[src/rtl/ofm_pkg.sv]
// Shared definitions for the 10GbE transmit frame buffer: FSM encodings,
// descriptor layout and data FIFO word layout (used by ingress and MAC-side reader).
package ofm_pkg;

   typedef enum logic [2:0] {
      S_IDLE = 3'd0,
      S_CTRL = 3'd1,
      S_DATA = 3'd2,
      S_STAT = 3'd3
   } ofm_state_e;

   localparam int DFIFO_W     = 73;
   localparam int DFIFO_TLAST = 72;

   localparam int DESC_LEN_LO   = 0;
   localparam int DESC_LEN_HI   = 15;
   localparam int DESC_BEATS_LO = 16;
   localparam int DESC_BEATS_HI = 27;
   localparam int DESC_ERR      = 31;
   localparam int DESC_APP1_LO  = 32;
   localparam int DESC_APP1_HI  = 63;

   function automatic logic [63:0] pack_desc(input logic [15:0] len,
                                             input logic [11:0] beats,
                                             input logic        err,
                                             input logic [31:0] app1);
      logic [63:0] d;
      d = '0;
      d[DESC_LEN_HI:DESC_LEN_LO]     = len;
      d[DESC_BEATS_HI:DESC_BEATS_LO] = beats;
      d[DESC_ERR]                    = err;
      d[DESC_APP1_HI:DESC_APP1_LO]   = app1;
      return d;
   endfunction

endpackage

[src/rtl/ofm_keep_cnt.sv]
// Byte-enable analysis for one data beat: number of valid bytes and whether the
// enables form a non-empty LSB-first contiguous run.
module ofm_keep_cnt (
   input  logic [7:0] tkeep,
   output logic [3:0] keep_pop,
   output logic       keep_contig
);

   always_comb begin
      keep_pop = 4'd0;
      for (int i = 0; i < 8; i++) begin
         keep_pop = keep_pop + {3'b000, tkeep[i]};
      end
      // A run 0..n-1 of ones plus one carries into bit n, clearing every set bit.
      keep_contig = (tkeep != 8'h00) && ((tkeep & (tkeep + 8'd1)) == 8'h00);
   end

endmodule

[src/rtl/ofm_in_fsm.sv]
// Ingress writer: control words, then data beats into the data FIFO, then one
// descriptor into the ctrl FIFO once the frame's last beat is stored.
module ofm_in_fsm
   import ofm_pkg::*;
#(
   parameter logic [11:0] C_MAX_BEATS  = 12'd1200,
   parameter int          C_CTRL_WORDS = 6
) (
   input  logic                tx_clk,
   input  logic                mm2s_resetn,
   input  logic [31:0]         s_axis_txc_tdata,
   input  logic                s_axis_txc_tvalid,
   input  logic                s_axis_txc_tlast,
   output logic                s_axis_txc_tready,
   input  logic [63:0]         s_axis_txd_tdata,
   input  logic [7:0]          s_axis_txd_tkeep,
   input  logic                s_axis_txd_tvalid,
   input  logic                s_axis_txd_tlast,
   output logic                s_axis_txd_tready,
   output logic [DFIFO_W-1:0]  data_fifo_wdata,
   output logic                data_fifo_wren,
   input  logic                data_fifo_afull,
   output logic [63:0]         ctrl_fifo_wdata,
   output logic                ctrl_fifo_wren,
   input  logic                ctrl_fifo_full,
   output logic [3:0]          ofm_in_fsm_dbg
);

   localparam logic [7:0] CTRL_LAST_IDX = 8'(C_CTRL_WORDS - 1);

   ofm_state_e  state_q, state_d;
   logic [15:0] byte_cnt_q, byte_cnt_d;
   logic [11:0] beat_cnt_q, beat_cnt_d;
   logic [31:0] app1_q, app1_d;
   logic        err_q, err_d;
   logic [7:0]  idx_q, idx_d;

   logic [3:0]  keep_pop;
   logic        keep_contig;
   logic [16:0] byte_sum;

   ofm_keep_cnt u_keep_cnt (
      .tkeep       (s_axis_txd_tkeep),
      .keep_pop    (keep_pop),
      .keep_contig (keep_contig)
   );

   assign byte_sum = {1'b0, byte_cnt_q} + {13'd0, keep_pop};

   always_ff @(posedge tx_clk or negedge mm2s_resetn) begin
      if (!mm2s_resetn) begin
         state_q    <= S_IDLE;
         byte_cnt_q <= '0;
         beat_cnt_q <= '0;
         app1_q     <= '0;
         err_q      <= 1'b0;
         idx_q      <= '0;
      end else begin
         state_q    <= state_d;
         byte_cnt_q <= byte_cnt_d;
         beat_cnt_q <= beat_cnt_d;
         app1_q     <= app1_d;
         err_q      <= err_d;
         idx_q      <= idx_d;
      end
   end

   always_comb begin
      state_d           = state_q;
      byte_cnt_d        = byte_cnt_q;
      beat_cnt_d        = beat_cnt_q;
      app1_d            = app1_q;
      err_d             = err_q;
      idx_d             = idx_q;
      s_axis_txc_tready = 1'b0;
      s_axis_txd_tready = 1'b0;
      data_fifo_wren    = 1'b0;
      ctrl_fifo_wren    = 1'b0;

      case (state_q)
         S_IDLE: begin
            if (s_axis_txc_tvalid) begin
               state_d    = S_CTRL;
               byte_cnt_d = '0;
               beat_cnt_d = '0;
               err_d      = 1'b0;
               idx_d      = '0;
            end
         end
         S_CTRL: begin
            s_axis_txc_tready = 1'b1;
            if (s_axis_txc_tvalid) begin
               idx_d = (idx_q == 8'hFF) ? idx_q : idx_q + 8'd1;
               if (idx_q == 8'd1) app1_d = s_axis_txc_tdata;
               if (s_axis_txc_tlast) begin
                  state_d = S_DATA;
                  if (idx_q != CTRL_LAST_IDX) err_d = 1'b1;
               end
            end
         end
         S_DATA: begin
            s_axis_txd_tready = ~data_fifo_afull;
            if (s_axis_txd_tvalid && !data_fifo_afull) begin
               data_fifo_wren = 1'b1;
               byte_cnt_d = byte_sum[16] ? 16'hFFFF : byte_sum[15:0];
               beat_cnt_d = (beat_cnt_q == 12'hFFF) ? beat_cnt_q : beat_cnt_q + 12'd1;
               // Bad beats are still stored so the frame always ends with tlast.
               if (!s_axis_txd_tlast && (beat_cnt_q >= C_MAX_BEATS - 12'd1)) err_d = 1'b1;
               if (!s_axis_txd_tlast && (s_axis_txd_tkeep != 8'hFF)) err_d = 1'b1;
               if (!keep_contig) err_d = 1'b1;
               if (s_axis_txd_tlast) state_d = S_STAT;
            end
         end
         S_STAT: begin
            ctrl_fifo_wren = ~ctrl_fifo_full;
            if (!ctrl_fifo_full) state_d = S_IDLE;
         end
         default: state_d = S_IDLE;
      endcase
   end

   assign data_fifo_wdata = {s_axis_txd_tlast, s_axis_txd_tkeep, s_axis_txd_tdata};
   assign ctrl_fifo_wdata = pack_desc(byte_cnt_q, beat_cnt_q, err_q, app1_q);
   assign ofm_in_fsm_dbg  = {1'b0, state_q};

endmodule
[config.mk]
export PLATFORM = sky130hd
export DESIGN_NAME = ofm_in_fsm
export DESIGN_NICKNAME = d
export VERILOG_FILES = /design/src/rtl/ofm_pkg.sv /design/src/rtl/ofm_keep_cnt.sv /design/src/rtl/ofm_in_fsm.sv
export SDC_FILE = /design/constraint.sdc
export NUM_CORES = 1
export LEC_CHECK = 0
export BUFFER_PORTS_ARGS = -buffer_cell sky130_fd_sc_hd__buf_4
export CAP_MARGIN = 0
export CORE_MARGIN = 3
export CORE_UTILIZATION = 48
export CTS_CLUSTER_SIZE = 14
export DETAILED_ROUTE_END_ITERATION = 16
export PLACE_DENSITY = 0.86
export SYNTH_ARGS = -nofsm -noshare
export SYNTH_HDL_FRONTEND = slang
export SYNTH_SLANG_ARGS = --single-unit
[constraint.sdc]
create_clock -name tx_clk -period 5.55 [get_ports tx_clk]
set_clock_uncertainty 0.2 [all_clocks]
set_input_delay 0.2775 -clock tx_clk [delete_from_list [all_inputs] [get_ports tx_clk]]
set_output_delay 0.2775 -clock tx_clk [all_outputs]
set_load 0.03 [all_outputs]
# Word-level counts from Yosys, hierarchy flattened
# Index checks and enable logic that the tools add are counted.
[word_totals] regBits=72 out_inout_bits=145 word_cells=90
[op_classes] add_sub_neg=11 order_cmp=1 n_eq_ne=18 muxes=33 n_bitwise=3 n_reduce_logical=18
[op_table] operator="$mux 16" n=3
[op_table] operator="$mux 12" n=3
[op_table] operator="$pmux 16 s2" n=1
[op_table] operator="$add 4x1->4" n=6
[op_table] operator="$mux 8" n=3
[op_table] operator="$pmux 12 s2" n=1
[op_table] operator="$mux 3" n=6
[op_table] operator="$ne 2x2->1 const B" n=9
[op_table] operator="$add 16x4->17" n=1
[op_table] operator="$add 8x1->8 const B" n=2
[op_table] operator="$pmux 8 s2" n=1
[op_table] operator="$mux 1" n=13
[op_table] operator="$add 12x1->12 const B" n=1
[op_table] operator="$eq 12x12->1 const B" n=1
[op_table] operator="$ge 12x11->1 const B" n=1
[op_table] operator="$pmux 3 s4" n=1
[op_table] operator="$and 8x8->8" n=1
[op_table] operator="$eq 8x1->1 const B" n=1
[op_table] operator="$eq 8x8->1 const B" n=1
[op_table] operator="$logic_not 8->1" n=1
[op_table] operator="$ne 8x3->1 const B" n=1
[op_table] operator="$ne 8x8->1 const B" n=1
[op_table] operator="$reduce_and 4->1" n=2
[op_table] operator="$reduce_bool 8->1" n=1
[op_table] operator="other kinds (14)" n=22

# Logic depth before layout (Yosys ltp)
# Gate-level depths: netlist of run 1.
[depth] ltp_word=11 mapped_depth=16 depth_no_buf=15

# By module
# A second synthesis of run 1 with hierarchy kept.
[unflattened] hier_cells=457 area_unflattened_um2=4599.4
[modules_own_cells] module="ofm_in_fsm" n_inst=1 cells_per_inst=423 area_each_um2=4319.1 seq_area_each_um2=1776.7
[modules_own_cells] module="ofm_keep_cnt" n_inst=1 cells_per_inst=34 area_each_um2=280.3 seq_area_each_um2=0.0

# Least setup slack after synthesis of run 1
# OpenSTA, ideal clock, no wires.
[synth_timing] path_kind="input to register" startpoint="input s_axis_txd_tkeep[0]" endpoint="register byte_cnt_q[8]" setup_time_ns=0.121 arrival_time_ns=3.834 t_required_ns=5.229 path_slack_ns=1.395 cell_stages=15 cell_sequence="inv_1 -> ha_1 -> inv_1 -> fa_1 -> fa_1 -> fa_1 -> fa_1 -> xnor2_1 -> ha_1 -> nor2b_1 -> o21ai_1 -> a211o_1 -> buf_2 -> o31ai_1 -> a22o_1"
[synth_via] elab_chain_len=11
[synth_rtl] element="start, declared" line_no="ofm_in_fsm.sv:16" source="input logic [7:0] s_axis_txd_tkeep,"
[synth_rtl] element="$add 1x1->2" line_no="ofm_keep_cnt.sv:12" source="keep_pop = keep_pop + {3'b000, tkeep[i]};"
[synth_rtl] element="$add 4x1->4 (6 in a row)" line_no="ofm_keep_cnt.sv:12"
[synth_rtl] element="$add 16x4->17" line_no="ofm_in_fsm.sv:48" source="assign byte_sum = {1'b0, byte_cnt_q} + {13'd0, keep_pop};"
[synth_rtl] element="$mux 16" line_no="ofm_in_fsm.sv:105" source="byte_cnt_d = byte_sum[16] ? 16'hFFFF : byte_sum[15:0];"
[synth_rtl] element="$mux 16" line_no="ofm_in_fsm.sv:103" source="if (s_axis_txd_tvalid && !data_fifo_afull) begin"
[synth_rtl] element="$pmux 16 s2" line_no="ofm_in_fsm.sv:80" source="case (state_q)"
[synth_rtl] element="end signal, assigned" line_no="ofm_in_fsm.sv:60" source="byte_cnt_q <= byte_cnt_d;"
[synth_rtl] element="end, declared" line_no="ofm_in_fsm.sv:32" source="logic [15:0] byte_cnt_q, byte_cnt_d;"
# Every way passes these cells. The select of a mux whose other input is x is not followed.
# A chain may end at the register's enable or synchronous reset.

# Worst setup path after layout of run 1
[layout_timing] startpoint="input s_axis_txd_tkeep[0]" endpoint="register byte_cnt_q[15]"
# The elaborated chain is that of the path after synthesis.

==> out/qor.yml, run 1 <==
sta:
  rsz0062_at_grt: "false"
  fmax_mhz: 232
  min_period_over_period: 0.778
  whs_ns: 0.117
  final_max_slew_viol_count: 0
  setup_ws_ns: 1.23
  slew-limit-headroom: 0.337
  min_period_ns: 4.32
  hold_violations: 0
  worst_pin_slew_ns: 0.993
  setup_viol: 0
  fin_setup_tns_ns: 0
placement:
  dpl_cell_area_um2: 4960
  portBuffers: 123
  dp_hpwl_um: 7830
  place.gp.congestion: 0.953
  place_inst: 598
  pre_cts_ws_ns: 0.870
finish:
  num_antenna_cells: 0
  syn_to_final_growth_pct: 21.3
  num-nets-final: 667
  final_util: 0.614
  layout-drive-gt1-share: 0.341
  finalNonFillerCells: 647
  final_area_um2: 5490
die:
  fp.dieW_um: 103
  start_util: 0.506
  die_height_um: 103
  design.core.area_um2: 8930
  die_area_um2: 10600
  io_pins: 257
  rows: 34
synth:
  synth_edf_count: 0
  yosysUniqueCellTypes: 67
  synth_top_area_share: 0.393
  avgSynthCellArea_um2: 10.0
  synth_area_leader_cell: "dfrtp_1"
  synth_area_leaders: "dfrtp_1, buf_4, mux2_2"
  ys_async_sr_fraction: 1.00
  synth_ff_type: "dfrtp_1"
  yosys_warnings: 0
  ys_seq_area_frac: 0.393
  yosysMostFrequentCell: "buf_4"
  ys_seq_elements: 71
  syn_area_um2: 4520
  synth_cells: 452
  synth_common_cells: "buf_4, dfrtp_1, mux2_2, nand2_1, inv_1"
routing:
  firstDrtPassIters: 4
  wl_um: 11000
  vias_per_cell: 5.67
  ant_nets: 0
  drc_errors: 0
  vias: 3666
  drt_iter0_drc: 141
  wl_per_cell_um: 17.0
status:
  status: "complete, no violations"
clocking:
  clock_latency_ns: 0.34
  cts_buffer_depth: 2
  clock_sinks: 71
  cts_tree: "yes"
  htree_levels: 3
  cts_root_buf: "clkbuf_8"
  numCtsBuffers: 9
  cts_resized: 0
  clk_pin_slew_ns: 0.07
pwr:
  p_per_area_nw_per_um2: 440
  p_leak_nw: 2.66
  peakVddDrop_mv: 0.317
  power.total_mw: 2.42
flow_run:
  drv_cap: 0
critical_path:
  cp.arrival_ns: 4.34
  critPathLaunchType: "input pin"
  criticalPathCategory: "in2reg"
  crit_path_end_kind: "flop"
  cp.required_ns: 5.57
  critPathMaxFanout: 12
global_route:
  antenna_found_initial: 0
  grt_pass1_wl_um: 17700
  grt_remaining_overflow: 0
  grt_pass1_vias: 3661
  grt_usage: 0.210
  grt_max_degree: 72
hold_path:
  hold_class: "in2reg"
-- flip-flops by register name, indices dropped and copies added (netlist names) --
| name | cells |
|---|---|
| beat_cnt_q | 12 |
| app1_q | 32 |
| byte_cnt_q | 16 |
| state_q | 2 |
| idx_q | 8 |
| err_q | 1 |
-- cell families after synthesis --
| group | count (synthesis) | share of synthesized area |
|---|---|---|
| AOI/OAI and AO/OA | 92 | 0.143 |
| other | 1 | 0.000829 |
| DFF | 71 | 0.393 |
| and+or+nand+nor | 108 | 0.127 |
| buffers and inverters | 113 | 0.162 |
| muxes | 35 | 0.0869 |
| xor gates and xnor gates | 11 | 0.0213 |
| adders and majority gates | 21 | 0.0664 |
-- routing by layer --
layer / vias up / global-route usage / share of wire
li1: 1684 / - / -
met1: 1771 / 0.252 / 0.38
met2: 183 / 0.352 / 0.50
met3: 28 / 0.0704 / 0.091
met4: 0 / 0.0767 / 0.020
met5: - / 0 / 0
-- placed cells by master, fill, tap and decap left out, drive strengths merged, types with 4 or more instances in the layout --
cell type	count
a31oi	4
mux2	34
a211oi	5
nand2b	5
nor2b	9
nand2	28
buf	124
o31ai	6
a21o	8
nor3	5
inv	24
nor2	18
nand3	16
conb	5
nor4	4
clkbuf	9
xnor2	5
dlygate4sd3	33
a21oi	17
and3	5
fa	5
ha	16
nand4	7
o21ai	21
xor2	6
a22o	6
dfrtp	71
-- power by group --
group	switching (mW)	internal (mW)
Combinational	0.729	0.488
Sequential	0.115	0.667
Clock	0.208	0.208
-- timing repair --
action | CTS | global route
hold endpoints to repair | 103 | 0
hold buffers | 33 | 0
setup buffers | 0 | 0
-- final timing paths --
| path | start | end | slack (ns) | cells after the start |
|---|---|---|---|---|
| setup / recovery | s_axis_txd_tkeep[0] | byte_cnt_q[15]$_DFFE_PN0P_ | 1.23 | 15 |
| hold / removal | s_axis_txc_tvalid | idx_q[6]$_DFFE_PN0P_ | 0.12 | 3 |
| setup reg to reg | state_q[0]$_DFFE_PN0P_ | byte_cnt_q[14]$_DFFE_PN0P_ | 2.58 | 6 |
| hold reg to reg | app1_q[7]$_DFFE_PN0P_ | app1_q[7]$_DFFE_PN0P_ | 0.31 | 1 |
| max in group asynchronous | mm2s_resetn | byte_cnt_q[12]$_DFFE_PN0P_ | 4.15 | 2 |
| min in group asynchronous | mm2s_resetn | byte_cnt_q[8]$_DFFE_PN0P_ | 0.39 | 2 |
-- cell type report --
| class | count | area (µm²) |
|---|---|---|
| multi-input cells | 272 | 2030 |
| repair buffers | 157 | 1260 |
| flip-flops and latches | 71 | 1780 |
| well taps | 108 | 135 |
| inverters | 23 | 86.3 |
| clock inverters | 7 | 72.6 |
| clock buffers | 9 | 124 |
| fillers | 699 | 3450 |
-- worst max-delay path, cell delays in order --
cell and delay [ns]:
buf_4 0.12, inv_1 0.08, ha_1 0.24, inv_1 0.08
fa_1 0.42, fa_1 0.46, fa_1 0.42, fa_1 0.40
xnor2_1 0.15, ha_1 0.33, nor2b_1 0.15, o21ai_1 0.33
a211o_1 0.40, o31ai_1 0.14, a221o_1 0.33
(Power assumes the default switching activity.)
==> inputs of run 2 (changes only) <==
CORE_UTILIZATION = 41   (was 48)
PLACE_DENSITY = 0.78   (was 0.86)
clock period = 3.63 ns   (was 5.55 ns; I/O delays follow)
==> out/qor.yml, run 2 (synthesis results as in run 1) <==
status:
  status: "complete, but fails checks"
  violations: "setup timing"
routing:
  vias: 3703
  ant_nets: 0
  wl_per_cell_um: 16.1
  wl_um: 11200
  drc_errors: 0
  drt_iter0_drc: 222
  vias_per_cell: 5.33
  firstDrtPassIters: 4
die:
  die_area_um2: 12300
  design.core.area_um2: 10500
  rows: 37
  io_pins: 257
  start_util: 0.430
  fp.dieW_um: 111
  die_height_um: 111
critical_path:
  r2r-start: "state_q[0]$_DFFE_PN0P_"
  slowest_delay_ns: 0.50
  cp_top_family: "adder cells"
  criticalPathCategory: "in2reg"
  cp.arrival_ns: 3.69
  cp_cell_sequence: "buf_12 > inv_12 > ha_4 > inv_2 > fa_1 > fa_1 > fa_2 > fa_2 > xnor2_1 > ha_1 > nor2b_4 > o21ai_4 > a211o_1 > buf_6 > o31ai_1 > a22o_1"
  cp.required_ns: 3.67
  critPathLaunchType: "input pin"
  crit_path_end_kind: "flop"
  slowest_stage: "fa_1"
  cp_num_buf_inv: 4
  crit_start: "s_axis_txd_tkeep[1]"
  critPathMaxFanout: 7
pwr:
  p_per_area_nw_per_um2: 673
  p_leak_nw: 2.80
  peakVddDrop_mv: 0.439
finish:
  final_cell_mix: "buf_4, dfrtp_1, mux2_2, dlygate4sd3_1, nand2_1"
  n_fill_cell: 861
  finalNonFillerCells: 695
  final_common_cell: "buf_4"
  layout-drive-gt1-share: 0.399
  num_antenna_cells: 0
  top_regs: "app1_q (32), byte_cnt_q (16), beat_cnt_q (12)"
  largest_register_ff_count: 32
  syn_to_final_growth_pct: 29.6
  num-nets-final: 687
  regMostFlops: "app1_q"
sta:
  hold_violations: 0
  min_period_over_period: 1.00
  fmax_mhz: 274
  slew-limit-headroom: 0.397
  rsz0062_at_grt: "true"
  setup_ws_ns: -0.0181
  worst_pin_slew_ns: 0.905
  min_period_ns: 3.65
  whs_ns: 0.0243
  final_max_slew_viol_count: 0
  setup_viol: 4
placement:
  dp_hpwl_um: 7760
  place_inst: 643
  place.gp.congestion: 0.869
  portBuffers: 123
hold_path:
  hold_class: "in2reg"
  min_from: "ctrl_fifo_full"
clocking:
  clock_sinks: 71
  numCtsBuffers: 9
  clk_pin_slew_ns: 0.08
  cts_buffer_depth: 2
  cts_tree: "yes"
  clock_latency_ns: 0.35
  cts_root_buf: "clkbuf_8"
  htree_levels: 3
global_route:
  grt_usage: 0.184
  antenna_found_initial: 0
  grt_pass1_wl_um: 18900
  grt_remaining_overflow: 0
  grt_max_degree: 72
  grt_pass1_vias: 3882
flow_run:
  drv_cap: 0
run 2: through the flow:
| step | setup WS [ns] | instance area (µm²) | power [mW] | utilization | TNS (ns) |
|---|---|---|---|---|---|
| detailed placement | -0.482 | 5210 | 3.13 | 0.495 | -5.50 |
| global placement | -0.397 | 5210 | 3.08 | 0.495 | -4.52 |
| floorplan | -0.151 | 4630 | 2.59 | - | -0.910 |
| finish | -0.0181 | 5860 | 3.94 | 0.558 | -0.0354 |
| CTS | 0.00673 | 5810 | 3.95 | 0.553 | 0 |
| global route | -0.125 | 5860 | 4.19 | 0.558 | -0.784 |
run 2: power breakdown:
part           internal, mW  switching, mW
Sequential             1.02          0.170
Clock                 0.459          0.312
Combinational         0.826           1.16
Total                  2.30           1.64
run 2: final timing paths:
check	slack, ns	end	depth (start not counted)
max in group asynchronous	2.33	app1_q[6]$_DFFE_PN0P_	2
min in group asynchronous	0.29	byte_cnt_q[11]$_DFFE_PN0P_	2
worst min register to register	0.31	app1_q[2]$_DFFE_PN0P_	1
worst max-delay path	-0.02	byte_cnt_q[8]$_DFFE_PN0P_	16
worst min-delay path	0.02	state_q[0]$_DFFE_PN0P_	4
worst max register to register	0.95	beat_cnt_q[6]$_DFFE_PN0P_	7
run 2: layout make-up:
cell class                 instances  area [µm²]  area share
tap                              136         170      0.0290
sequential                        71        1780       0.303
timing repair buffer             177        1440       0.246
inverter                          23         106      0.0181
clock buffer                      11         131      0.0224
clock inverter                     5         106      0.0181
multi-input combinational        272        2130       0.363
run 2: layer usage:
metal / GRT usage / vias to the layer above / share of wire
met5: 0 / - / 0
met4: 0.0892 / 0 / 0.032
met3: 0.0639 / 41 / 0.083
met2: 0.294 / 148 / 0.47
met1: 0.222 / 1793 / 0.42
li1: - / 1721 / -
run 2: what timing repair did:
item | 4_1_cts | 5_1_grt
pin swaps | 3 | 9
endpoints found under the hold margin | 104 | 0
resized for setup | 2 | 14
setup endpoints to repair | 4 | 16
gates cloned | 0 | 0
hold buffers | 34 | 0
buffers inserted | 2 | 0
run 2: worst min-delay path: stages:
cell     delay [ns]
buf_4          0.08
nand2_1        0.05
nand2_1        0.08
a22o_1         0.14
